`src/rtl/l1_line_writeback_if.sv`:
```
// Outbound writeback beat bus from the L1 victim-line drain engine to the L2/memory write channel.
// Latency: none, this is a wiring bundle only.
// Backpressure: valid/ready; the master holds a beat stable until it sees out_ready with out_valid.
interface l1_line_writeback_if #(
    parameter int DATA_WIDTH = 32,
    parameter int OFF_W      = 2
);
    logic                  out_valid;
    logic                  out_ready;
    logic [DATA_WIDTH-1:0] out_data;
    logic [OFF_W-1:0]      out_idx;
    logic                  out_last;

    modport master (output out_valid, out_data, out_idx, out_last, input out_ready);
    modport slave  (input out_valid, out_data, out_idx, out_last, output out_ready);
endinterface

```
`src/rtl/l1_line_writeback.sv`:
```
// Drains one L1 data-cache line from the data BRAM read port onto the writeback beat bus.
// Latency: first beat valid 2 cycles after start is accepted; one beat per cycle when the sink is ready.
// Backpressure: 2-entry skid buffer with read-issue credit; issue stalls when buffer + in-flight reach 2.
module l1_line_writeback #(
    parameter int DATA_WIDTH = 32,
    parameter int ADDR_WIDTH = 8,
    parameter int LINE_WORDS = 4,
    localparam int OFF_W     = $clog2(LINE_WORDS)
) (
    input  logic                        clk,
    input  logic                        rstn,
    input  logic                        start,
    input  logic [ADDR_WIDTH-OFF_W-1:0] line_idx,
    output logic                        busy,
    output logic                        done,
    output logic [ADDR_WIDTH-1:0]       bram_raddr,
    input  logic [DATA_WIDTH-1:0]       bram_dout,
    l1_line_writeback_if.master         wb
);
    localparam logic [OFF_W:0]   CNT_END  = (OFF_W+1)'(LINE_WORDS);
    localparam logic [OFF_W-1:0] LAST_IDX = OFF_W'(LINE_WORDS-1);

    typedef enum logic [1:0] {
        S_IDLE = 2'd0,
        S_RUN  = 2'd1,
        S_DONE = 2'd2
    } state_t;

    state_t                      state;
    state_t                      state_nxt;
    logic [ADDR_WIDTH-OFF_W-1:0] line_lat;
    logic [OFF_W:0]              rd_cnt;
    logic                        inflight;
    logic [OFF_W-1:0]            infl_idx;
    logic [ADDR_WIDTH-1:0]       raddr_q;

    // Skid buffer: two entries of {data, offset}, pointer-indexed.
    logic [DATA_WIDTH-1:0]       fifo_dat [2];
    logic [OFF_W-1:0]            fifo_idx [2];
    logic                        wr_ptr;
    logic                        rd_ptr;
    logic [1:0]                  occ;

    logic                        accept;
    logic                        pop;
    logic                        push;
    logic [1:0]                  occ_next;
    logic                        issue;

    assign accept   = (state == S_IDLE) && start;
    assign pop      = wb.out_valid && wb.out_ready;
    // Data for a read issued last cycle is on bram_dout now.
    assign push     = inflight;
    assign occ_next = occ - {1'b0, pop};
    // Credit counts buffered words after this cycle's pop plus the word still in the BRAM pipe,
    // so a read is only launched when its data is guaranteed a free slot.
    assign issue    = (state == S_RUN) && (rd_cnt != CNT_END)
                      && ((occ_next + {1'b0, inflight}) < 2'd2);

    assign bram_raddr   = issue ? {line_lat, rd_cnt[OFF_W-1:0]} : raddr_q;

    assign wb.out_valid = (occ != 2'd0);
    assign wb.out_data  = fifo_dat[rd_ptr];
    assign wb.out_idx   = fifo_idx[rd_ptr];
    assign wb.out_last  = wb.out_valid && (fifo_idx[rd_ptr] == LAST_IDX);

    // State register.
    always_ff @(posedge clk or negedge rstn) begin
        if (!rstn) begin
            state <= S_IDLE;
        end else begin
            state <= state_nxt;
        end
    end

    // Next-state: leave RUN only when the final beat is taken by the sink.
    always_comb begin
        state_nxt = state;
        case (state)
            S_IDLE:  if (start) state_nxt = S_RUN;
            S_RUN:   if (pop && wb.out_last) state_nxt = S_DONE;
            S_DONE:  state_nxt = S_IDLE;
            default: state_nxt = S_IDLE;
        endcase
    end

    // Status outputs decoded from state.
    always_comb begin
        busy = 1'b0;
        done = 1'b0;
        case (state)
            S_RUN:   busy = 1'b1;
            S_DONE:  begin busy = 1'b1; done = 1'b1; end
            default: begin busy = 1'b0; done = 1'b0; end
        endcase
    end

    // Read-issue counters, BRAM pipe tracking and skid-buffer bookkeeping.
    always_ff @(posedge clk or negedge rstn) begin
        if (!rstn) begin
            line_lat <= '0;
            rd_cnt   <= '0;
            inflight <= 1'b0;
            infl_idx <= '0;
            raddr_q  <= '0;
            wr_ptr   <= 1'b0;
            rd_ptr   <= 1'b0;
            occ      <= 2'd0;
            for (int i = 0; i < 2; i++) begin
                fifo_dat[i] <= '0;
                fifo_idx[i] <= '0;
            end
        end else begin
            raddr_q <= bram_raddr;
            if (accept) begin
                line_lat <= line_idx;
                rd_cnt   <= '0;
                inflight <= 1'b0;
                wr_ptr   <= 1'b0;
                rd_ptr   <= 1'b0;
                occ      <= 2'd0;
            end else begin
                inflight <= issue;
                if (issue) begin
                    rd_cnt   <= rd_cnt + 1'b1;
                    infl_idx <= rd_cnt[OFF_W-1:0];
                end
                if (push) begin
                    fifo_dat[wr_ptr] <= bram_dout;
                    fifo_idx[wr_ptr] <= infl_idx;
                    wr_ptr           <= ~wr_ptr;
                end
                if (pop) begin
                    rd_ptr <= ~rd_ptr;
                end
                occ <= occ + {1'b0, push} - {1'b0, pop};
            end
        end
    end
endmodule

```
`src/flat_wrapper.sv`:
```
// flat-port wrapper written by rule: the top's interface ports become plain ports
module l1_line_writeback_flat 
#(
    parameter int DATA_WIDTH = 32,
    parameter int ADDR_WIDTH = 8,
    parameter int LINE_WORDS = 4,
    localparam int OFF_W     = $clog2(LINE_WORDS)
)
  (clk, rstn, start, line_idx, busy, done, bram_raddr, bram_dout, wb_out_valid, wb_out_data, wb_out_idx, wb_out_last, wb_out_ready);
  l1_line_writeback_if #(.DATA_WIDTH(DATA_WIDTH), .OFF_W(2)) wb_i ();
  input  logic clk;
  input  logic rstn;
  input  logic start;
  input  logic [ADDR_WIDTH-OFF_W-1:0] line_idx;
  output logic busy;
  output logic done;
  output logic [ADDR_WIDTH-1:0] bram_raddr;
  input  logic [DATA_WIDTH-1:0] bram_dout;
  output wire logic [$bits(wb_i.out_valid)-1:0] wb_out_valid;
  output wire logic [$bits(wb_i.out_data)-1:0] wb_out_data;
  output wire logic [$bits(wb_i.out_idx)-1:0] wb_out_idx;
  output wire logic [$bits(wb_i.out_last)-1:0] wb_out_last;
  input wire logic [$bits(wb_i.out_ready)-1:0] wb_out_ready;
  assign wb_out_valid = wb_i.out_valid;
  assign wb_out_data = wb_i.out_data;
  assign wb_out_idx = wb_i.out_idx;
  assign wb_out_last = wb_i.out_last;
  assign wb_i.out_ready = wb_out_ready;
  l1_line_writeback #(.DATA_WIDTH(DATA_WIDTH), .ADDR_WIDTH(ADDR_WIDTH), .LINE_WORDS(LINE_WORDS)) u_core (.clk(clk), .rstn(rstn), .start(start), .line_idx(line_idx), .busy(busy), .done(done), .bram_raddr(bram_raddr), .bram_dout(bram_dout), .wb(wb_i));
endmodule
```
`config.mk`:
```
export PLATFORM = sky130hd
export DESIGN_NAME = l1_line_writeback_flat
export DESIGN_NICKNAME = d
export VERILOG_FILES = /design/src/rtl/l1_line_writeback_if.sv /design/src/rtl/l1_line_writeback.sv /design/src/flat_wrapper.sv
export SDC_FILE = /design/constraint.sdc
export NUM_CORES = 1
export LEC_CHECK = 0
export CAP_MARGIN = 20
export CELL_PAD_IN_SITES_DETAIL_PLACEMENT = 0
export CELL_PAD_IN_SITES_GLOBAL_PLACEMENT = 2
export CORE_AREA = 2 2 103 105
export DETAILED_ROUTE_END_ITERATION = 6
export DIE_AREA = 0 0 105 107
export DONT_BUFFER_PORTS = 1
export PLACE_DENSITY_LB_ADDON = 0.1
export SLEW_MARGIN = 30
export SYNTH_ARGS = -nofsm -noshare
export SYNTH_HDL_FRONTEND = slang
export SYNTH_SLANG_ARGS = --single-unit
```
`constraint.sdc`:
```
create_clock -name clk -period 3.9 [get_ports clk]
set_input_delay 0.975 -clock clk [delete_from_list [all_inputs] [get_ports clk]]
set_output_delay 0.975 -clock clk [all_outputs]
set_load 0.01 [all_outputs]
```
==> impl_metrics.toml <==
[place]
dp_slack_ns = 0.210
dp.cells = 427
gp_congestion = 0.714
placed_area_um2 = 4340
portBuffers = 0
place_hpwl_mm = 5.08

[cts]
clk_pin_slew_worst_paths_ns = 0.09
cts_max_path_buffers = 2
cts_setup_buffers = 0
clock_latency_ns = 0.35
cts_root_buf = "clkbuf_8"
holdBufCountCts = 0
htree_levels = 3
cts_resized = 0
cts_sinks = 94
numCtsBuffers = 9
cts_tree = "built"

[finish]
syn2layout_area_growth_pct = 8.06
antenna_cells = 0
seq_area_um2 = 2350
final_cell_area_um2 = 4560
instances_no_fill = 443
drive_gt1_share_pct = 42.7
nets = 353
fillerInstances = 956
multi_input_area_um2 = 1760

[timing]
grt_setup_unrepaired = "false"
worst_pin_slew_ns = 0.935
clock_skew_ns = 0.0119
hold_viol = 0
max_freq_mhz = 273
slew_headroom_pct = 37.6
fin_tns_setup_ns = 0
post-route-period-util_pct = 94.1
fin_ws_ns = 0.231
final_max_slew_viol_count = 0
setup_viol = 0
period_needed_ns = 3.67

[drt]
routed_wl_mm = 7.82
antenna_left = 0
dr_wl_met2_mm = 3.68
wl_met3_um = 539
via_per_inst = 5.16
wl_met1_mm = 3.46
drt_iter0_drc = 58
drc = 0
drt_first_pass_iters = 4
highest_layer = "met4"
vias = 2287
post_drt_wl_per_cell_um = 17.6

[global_routing]
grt_pass1_vias = 2461
overflow = 0
grt_first_pass_wirelength_mm = 12.8
grt_start_max_net_pins = 95
antenna_found_initial = 0
grt.total_usage_pct = 14.6

[logic_synthesis]
syn_inst = 300
async_flop_share_pct = 100
synth_fp_nets = 351
synth_cell_type_count = 31
ys_seq_area_share_pct = 55.7
ys_ff_latch = 94
avgSynthCellArea_um2 = 14.1
synth_edf_count = 0
synthFlopType = "dfrtp_1"
netlist_area_um2 = 4220
yosysWarnings = 0

[die]
initial_core_util_pct = 41.9
fp.dieArea_um2 = 11200
die_h_um = 107
rows = 37
io_pins = 88
design.core.area_um2 = 10100
die_width_um = 105

[critical_path]
worstPathMaxFanout = 10
cp_data_required_time_ns = 2.92
end_kind = "output pin"
startpoint_type = "input port"
path_class = "in2out"
worstPathArrival_ns = 2.69

[pwr]
power_density_nw_per_um2 = 857
p_leak_nw = 2.04
ir_worst_vdd_uv = 272
totalPowerFinal_mw = 3.91

[hold_path]
hold_class = "in2async"

[job]
cap_violations = 0

[run_status]
status = "finished clean"
==> cell usage in the layout (no fill, tap or decap), drive strengths merged, types with 3 or more instances in the layout <==
master and count:
clkbuf 10, ha 9, and2 5, inv 10, nor2 3, and3b 3, dfrtp 94, nand3 7
buf 3, nand2 24, mux2 110
==> layout make-up <==
type,instances,share of cell area (%)
repair buffers,3,0.493
clock buffers,10,2.80
well taps,136,3.73
multi-input cells,185,38.6
flip-flops and latches,94,51.6
inverters,9,0.740
clock inverters,6,2.06
==> synth_stat cells, drive strengths merged, types with 2 or more instances <==
cell | n | area (um2)
a21boi | 2 | 15.0
a221oi | 2 | 17.5
and2 | 5 | 31.3
and3b | 3 | 26.3
buf | 8 | 65.1
clkbuf | 4 | 15.0
dfrtp | 94 | 2350
ha | 9 | 113
inv | 9 | 33.8
mux2 | 110 | 1240
mux2i | 2 | 20.0
nand2 | 24 | 92.6
nand3 | 7 | 35.0
nor2 | 3 | 11.3
nor2b | 2 | 12.5
o2111ai | 2 | 17.5
o2bb2ai | 2 | 17.5
xnor2 | 2 | 17.5
==> sequential cells by signal, summed over array words and instances (netlist names) <==
register         cells
u_core.fifo_dat     64
u_core.fifo_idx      4
u_core.infl_idx      2
u_core.inflight      1
u_core.line_lat      6
u_core.occ           2
u_core.raddr_q       8
u_core.rd_cnt        3
u_core.rd_ptr        1
u_core.state         2
u_core.wr_ptr        1
==> metrics by stage <==
step	utilization, %	hold WS, ns
finish	45.2	0.304
detailed placement	43.0	0.463
CTS	45.2	0.274
global route	45.2	0.271
floorplan	-	0.442
global placement	43.0	0.463
==> cells by family (layout without fill, tap and decap cells) <==
| family | after synthesis | count (layout) | share of synthesized area, % |
|---|---|---|---|
| multiplexers | 112 | 112 | 29.8 |
| flip-flops | 94 | 94 | 55.7 |
| AND/OR/NAND/NOR | 50 | 50 | 6.16 |
| buffers and inverters | 21 | 28 | 2.70 |
| AO/OA/AOI/OAI | 11 | 11 | 2.04 |
| adder cells (fa/ha/maj) | 9 | 9 | 2.67 |
| XOR/XNOR | 3 | 3 | 0.948 |
==> routing by layer <==
metal  vias to the layer above  track usage, %
li1                       1058               -
met1                      1155            17.9
met2                        62            23.7
met3                        12            4.86
met4                         0            6.00
met5                         -               0
==> critical path, stage by stage <==
cell,delay [ns]
o21ai_0,0.11
inv_1,0.15
ha_1,0.31
inv_1,0.05
ha_1,0.14
xnor3_1,0.30
nand2_2,0.24
mux2_2,0.41
==> worst paths after layout <==
path / from / endpoint / slack, ns / depth (start not counted)
setup / recovery: wb_out_ready / bram_raddr[6] / 0.23 / 8
max in group asynchronous: rstn / u_core.rd_cnt[2] / 3.45 / 0
setup reg to reg: u_core.state[0] / u_core.fifo_dat[26] / 1.37 / 6
hold reg to reg: u_core.line_lat[5] / u_core.line_lat[5] / 0.48 / 2
min in group clk: u_core.line_lat[5] / u_core.line_lat[5] / 0.48 / 2
hold / removal: rstn / u_core.fifo_dat[25] / 0.30 / 0
==> report_power, final <==
part	internal, mW	switching [mW]
logic	0.775	0.677
clock network	0.366	0.344
registers	1.45	0.305
total	2.59	1.33
No activity file was read; power rests on OpenSTA's default activity.
